--- src/rtl/clkdiv_ctrl.sv ---
// Programmable clock divider with glitch-free ratio changes applied only at phase wrap.
// Optional stop/gate feature: define CLKDIV_CTRL_GATE_EN to add stop_req/stopped and the STOP state.
module clkdiv_ctrl (
  input  logic       clk,
  input  logic       rst_n,
  input  logic       div_req,
  input  logic [7:0] div_val,
`ifdef CLKDIV_CTRL_GATE_EN
  input  logic       stop_req,
  output logic       stopped,
`endif
  output logic       div_ack,
  output logic       div_err,
  output logic       busy,
  output logic [7:0] cur_div,
  output logic       div_clk,
  output logic       div_tick
);

  typedef enum logic [1:0] {
    S_RUN  = 2'd0,
`ifdef CLKDIV_CTRL_GATE_EN
    S_STOP = 2'd2,
`endif
    S_PEND = 2'd1
  } state_t;

  state_t     state_q, state_d;
  logic [7:0] cnt_q, cnt_d;
  logic [7:0] cur_q, cur_d;
  logic [7:0] pend_q, pend_d;
  logic       ack_d, err_d, busy_d, clk_d, tick_d;
  logic       div_clk_q, div_tick_q, div_ack_q, div_err_q, busy_q;
  logic       wrap_s, val_ok_s;
  logic [8:0] half_s;
`ifdef CLKDIV_CTRL_GATE_EN
  logic       stopped_q, stopped_d;
`endif

  // Next-state, phase counter and registered-output precomputation.
  always_comb begin
    state_d  = state_q;
    cnt_d    = cnt_q;
    cur_d    = cur_q;
    pend_d   = pend_q;
    ack_d    = 1'b0;
    val_ok_s = (div_val >= 8'd2);
    wrap_s   = (cnt_q == (cur_q - 8'd1));
    err_d    = div_req & ~val_ok_s;
    case (state_q)
      S_RUN: begin
        cnt_d = wrap_s ? 8'd0 : (cnt_q + 8'd1);
`ifdef CLKDIV_CTRL_GATE_EN
        // Stopping at this wrap: nothing is running, so a new ratio applies at once.
        if (wrap_s && stop_req) begin
          state_d = S_STOP;
          if (div_req && val_ok_s) begin
            cur_d = div_val;
            ack_d = 1'b1;
          end else begin
            cur_d = cur_q;
          end
        end else
`endif
        if (div_req && val_ok_s) begin
          pend_d  = div_val;
          state_d = S_PEND;
        end else begin
          state_d = S_RUN;
        end
      end
      S_PEND: begin
        if (wrap_s) begin
          cur_d  = pend_q;
          pend_d = 8'd0;
          ack_d  = 1'b1;
          cnt_d  = 8'd0;
`ifdef CLKDIV_CTRL_GATE_EN
          state_d = stop_req ? S_STOP : S_RUN;
`else
          state_d = S_RUN;
`endif
        end else begin
          cnt_d   = cnt_q + 8'd1;
          state_d = S_PEND;
        end
      end
`ifdef CLKDIV_CTRL_GATE_EN
      S_STOP: begin
        if (div_req && val_ok_s) begin
          cur_d = div_val;
          ack_d = 1'b1;
        end else begin
          cur_d = cur_q;
        end
        if (!stop_req) begin
          state_d = S_RUN;
          cnt_d   = 8'd1;
        end else begin
          state_d = S_STOP;
          cnt_d   = 8'd0;
        end
      end
`endif
      default: begin
        state_d = S_RUN;
        cnt_d   = 8'd0;
      end
    endcase
    half_s = ({1'b0, cur_d} + 9'd1) >> 1;
    clk_d  = ({1'b0, cnt_d} >= half_s);
    tick_d = clk_d & ~div_clk_q;
    busy_d = (state_d == S_PEND);
`ifdef CLKDIV_CTRL_GATE_EN
    stopped_d = (state_d == S_STOP);
`endif
  end

  // State and output registers.
  always_ff @(posedge clk or negedge rst_n) begin
    if (!rst_n) begin
      state_q    <= S_RUN;
      cnt_q      <= 8'd0;
      cur_q      <= 8'd2;
      pend_q     <= 8'd0;
      div_clk_q  <= 1'b0;
      div_tick_q <= 1'b0;
      div_ack_q  <= 1'b0;
      div_err_q  <= 1'b0;
      busy_q     <= 1'b0;
`ifdef CLKDIV_CTRL_GATE_EN
      stopped_q  <= 1'b0;
`endif
    end else begin
      state_q    <= state_d;
      cnt_q      <= cnt_d;
      cur_q      <= cur_d;
      pend_q     <= pend_d;
      div_clk_q  <= clk_d;
      div_tick_q <= tick_d;
      div_ack_q  <= ack_d;
      div_err_q  <= err_d;
      busy_q     <= busy_d;
`ifdef CLKDIV_CTRL_GATE_EN
      stopped_q  <= stopped_d;
`endif
    end
  end

  assign div_clk  = div_clk_q;
  assign div_tick = div_tick_q;
  assign div_ack  = div_ack_q;
  assign div_err  = div_err_q;
  assign busy     = busy_q;
  assign cur_div  = cur_q;
`ifdef CLKDIV_CTRL_GATE_EN
  assign stopped  = stopped_q;
`endif

endmodule

--- config.mk ---
export PLATFORM = sky130hd
export DESIGN_NAME = clkdiv_ctrl
export DESIGN_NICKNAME = d
export VERILOG_FILES = /design/src/rtl/clkdiv_ctrl.sv
export SDC_FILE = /design/constraint.sdc
export NUM_CORES = 1
export LEC_CHECK = 0
export ABC_AREA = 1
export CAP_MARGIN = 20
export CORE_ASPECT_RATIO = 1.75
export CORE_UTILIZATION = 50
export CTS_CLUSTER_DIAMETER = 60
export DETAILED_ROUTE_END_ITERATION = 10
export PLACE_DENSITY = 0.85
export SYNTH_ARGS = -nofsm -noshare
export SYNTH_HDL_FRONTEND = slang
export SYNTH_SLANG_ARGS = --single-unit
--- constraint.sdc ---
create_clock -name clk -period 3.6 [get_ports clk]
set_clock_uncertainty 0.2 [all_clocks]
set_input_delay 0.36 -clock clk [delete_from_list [all_inputs] [get_ports clk]]
set_output_delay 0.36 -clock clk [all_outputs]
set_load 0.01 [all_outputs]
==> results.cfg <==
[logic_synthesis]
synth-compound-area-share = 0.0725
yosys_warnings = 0
synth_top_family_by_area = simple AND/OR/NAND/NOR gates
synth_area_um2 = 2000
yosys.area_share.adder = 0.0688
synth-seq-cells = 29
ys_seq_area_frac = 0.363
syn_area_per_cell_um2 = 7.41
synth.distinct_cells = 30
netlist_instances = 270
yosys.area_share.simple = 0.375
muxShareOfSynthArea = 0
synthXorXnorAreaFrac = 0.0306
synth_nets = 292

[route]
routedWlPerCell_um = 14.6
drt-total-wl_um = 5260
vias = 1954
ant_nets = 0
dr.first_iter.drc_count = 47
routed_via_density = 5.41
firstDrtPassIters = 4
route.detailed.drc = 0

[finish]
final_layout_size_suffix_gt1_frac = 0.182
final_common_cell = nand2_1
nNetsFinal = 335
syn2layout_area_growth_pct = 26.5
n_antenna_cell = 0
final_cell_mix = 64 x nand2_1, 37 x inv_1, 28 x dfrtp_1

[grt]
use_met3 = 0.0426
grt.total_usage = 0.274
globalRouteOverflowTotal = 0
use_met2 = 0.498
grt_max_degree = 30
grt_util_met1 = 0.264
top_usage_layer = met2
grt_pass1_vias = 1881
antenna_found_initial = 0
grt_pass1_wl_um = 8500

[outcome]
outcome = complete, no violations

[timing]
hold_violations = 0
worst_slew_margin_rel = 0.677
setup_viol = 0
holdWs_ps = 255
fin_crit_sh = 0.986
setup_ws_ps = 49.4
slew_viol_final = 0
period_minus_slack_ps = 3550
fmaxAchievable_ghz = 0.282
worstMarginPinSlew_ps = 485
rsz0062_at_grt = true

[critical_path]
required_ps = 3580
timing.rr.start = cur_div[1]$_DFF_PN1_
r2r_cells = 22
crit_chain = inv_2, ha_4, inv_1, nand2_1, nand4_1, nor2_4, nand3_4, nor2_8, nand3_4, o21ai_4, inv_2, ha_4, xor2_1, ha_1, a21boi_1, o21a_1, o21ai_2, nand2_1, a31oi_1, o21ai_1, nand2_1, inv_1
worstPathMaxFanout = 7
endpoint_kind = flop
path_buf_inv = 4
cpPeakStageDelay_ps = 530
cp-start-kind = flop
critPathTopFamily = compound AO/OA/AOI/OAI gates
rrSetupSlack_ps = 50
crit_top_cell = nand2_1
r2r_end = div_tick$_DFF_PN0_
slowest_stage = dfstp_2
path_class = reg2reg
arrival_ps = 3530

[clocking]
cts.sinks = 29
cts_buffers = 5
cts_buffer_depth = 2
cts_tree = yes
cts.clk_slew.worst_paths_ps = 60
clock_latency_ps = 280
cts_htree_levels = 2
root_buffer = clkbuf_8
cts_hold_buf = 0

[placement]
place_ws_ps = -24.1
gp_congestion = 1.03
numPortBuffers = 23
hpwl_um = 4070

[die]
die_w_um = 49.8
core_um2 = 3870
top_level_ports = 24
rows = 30
dieArea_um2 = 4270
die_y_um = 85.7
start_util = 0.518

[power_and_ir_drop]
total_power_uw = 610
p_leak_nw = 1.27
peakVddDrop_uv = 255
p_per_area_nw_per_um2 = 241

[hold_path]
min_path_type = in2async

[flow_run]
maxCapViolations = 0
[sequential cells by signal, summed over array words and instances (netlist names)]
signal	cells
pend_q	8
div_err	1
cur_div	8
div_ack	1
div_clk	1
busy	1
cnt_q	8
div_tick	1
[how the worst max path moves through the flow]
stage,start,to,slack [ps],cells after the start
6_report,cur_div[1]$_DFF_PN1_,div_tick$_DFF_PN0_,50,22
5_1_grt,cur_div[1]$_DFF_PN1_,div_tick$_DFF_PN0_,-220,22
3_5_place_dp,cur_div[1]$_DFF_PN1_,div_tick$_DFF_PN0_,-20,22
3_3_place_gp,cur_div[1]$_DFF_PN1_,div_tick$_DFF_PN0_,100,22
2_1_floorplan,cur_div[1]$_DFF_PN1_,div_tick$_DFF_PN0_,20,23
4_1_cts,cur_div[1]$_DFF_PN1_,div_tick$_DFF_PN0_,1,22
[routing by layer]
metal  part of all wire  routed length (um)
met5                  0                   0
met3              0.032                 170
met1               0.34                1790
met4              0.073                 385
met2               0.55                2910
[report_power, final]
group,switching (mW),leakage [nW],internal [mW]
Clock,0.112,0.0443,0.151
Combinational,0.00983,0.845,0.0109
Sequential,0.00000705,0.377,0.326
[per-stage QoR]
| step | setup TNS, ps | area [um2] | cells | util |
|---|---|---|---|---|
| floorplan | 0 | 2020 | 270 | - |
| global placement | 0 | 2360 | 347 | 0.610 |
| detailed placement | -24.1 | 2360 | 347 | 0.610 |
| CTS | 0 | 2450 | 355 | 0.635 |
| global route | -319 | 2530 | 361 | 0.655 |
| finish | 0 | 2530 | 361 | 0.655 |
[repair_timing]
item,4_1_cts,5_1_grt
pin swaps,1,3
setup buffers,1,6
setup endpoints to repair,1,2
gates resized for setup,0,10
[cells by family (layout without fill, tap and decap cells)]
group           after synthesis  count (layout)
simple gates                151             151
xor+xnor                      7               7
fa+ha+maj                    11              11
flops                        29              29
buf+inv                      46              89
compound gates               26              26
[layout make-up]
| class | count | area (um2) |
|---|---|---|
| fillers | 300 | 1330 |
| clock buffers | 7 | 86.3 |
| multi-input cells | 195 | 1150 |
| well taps | 48 | 60.1 |
| inverters | 44 | 165 |
| repair buffers | 38 | 343 |
| flip-flops and latches | 29 | 727 |
[synthesized netlist by cell type (all sizes together)]
| cell type | n | area, um2 |
|---|---|---|
| xor2 | 5 | 43.8 |
| a21oi | 4 | 20.0 |
| inv | 42 | 158 |
| dfstp | 1 | 26.3 |
| ha | 11 | 138 |
| clkbuf | 1 | 3.75 |
| a21boi | 1 | 7.51 |
| o21ai | 16 | 83.8 |
| nand2 | 76 | 305 |
| a31oi | 1 | 6.26 |
| clkinv | 2 | 7.51 |
| xnor2 | 2 | 17.5 |
| nor3 | 1 | 5.00 |
| dfrtp | 28 | 701 |
| nand4 | 15 | 93.8 |
| o21a | 1 | 7.51 |
| buf | 1 | 11.3 |
| nor2 | 31 | 175 |
| o22ai | 2 | 12.5 |
| a21o | 1 | 7.51 |
| nand3 | 27 | 165 |
| nor4 | 1 | 6.26 |
No activity file was read; power rests on OpenSTA's default activity.
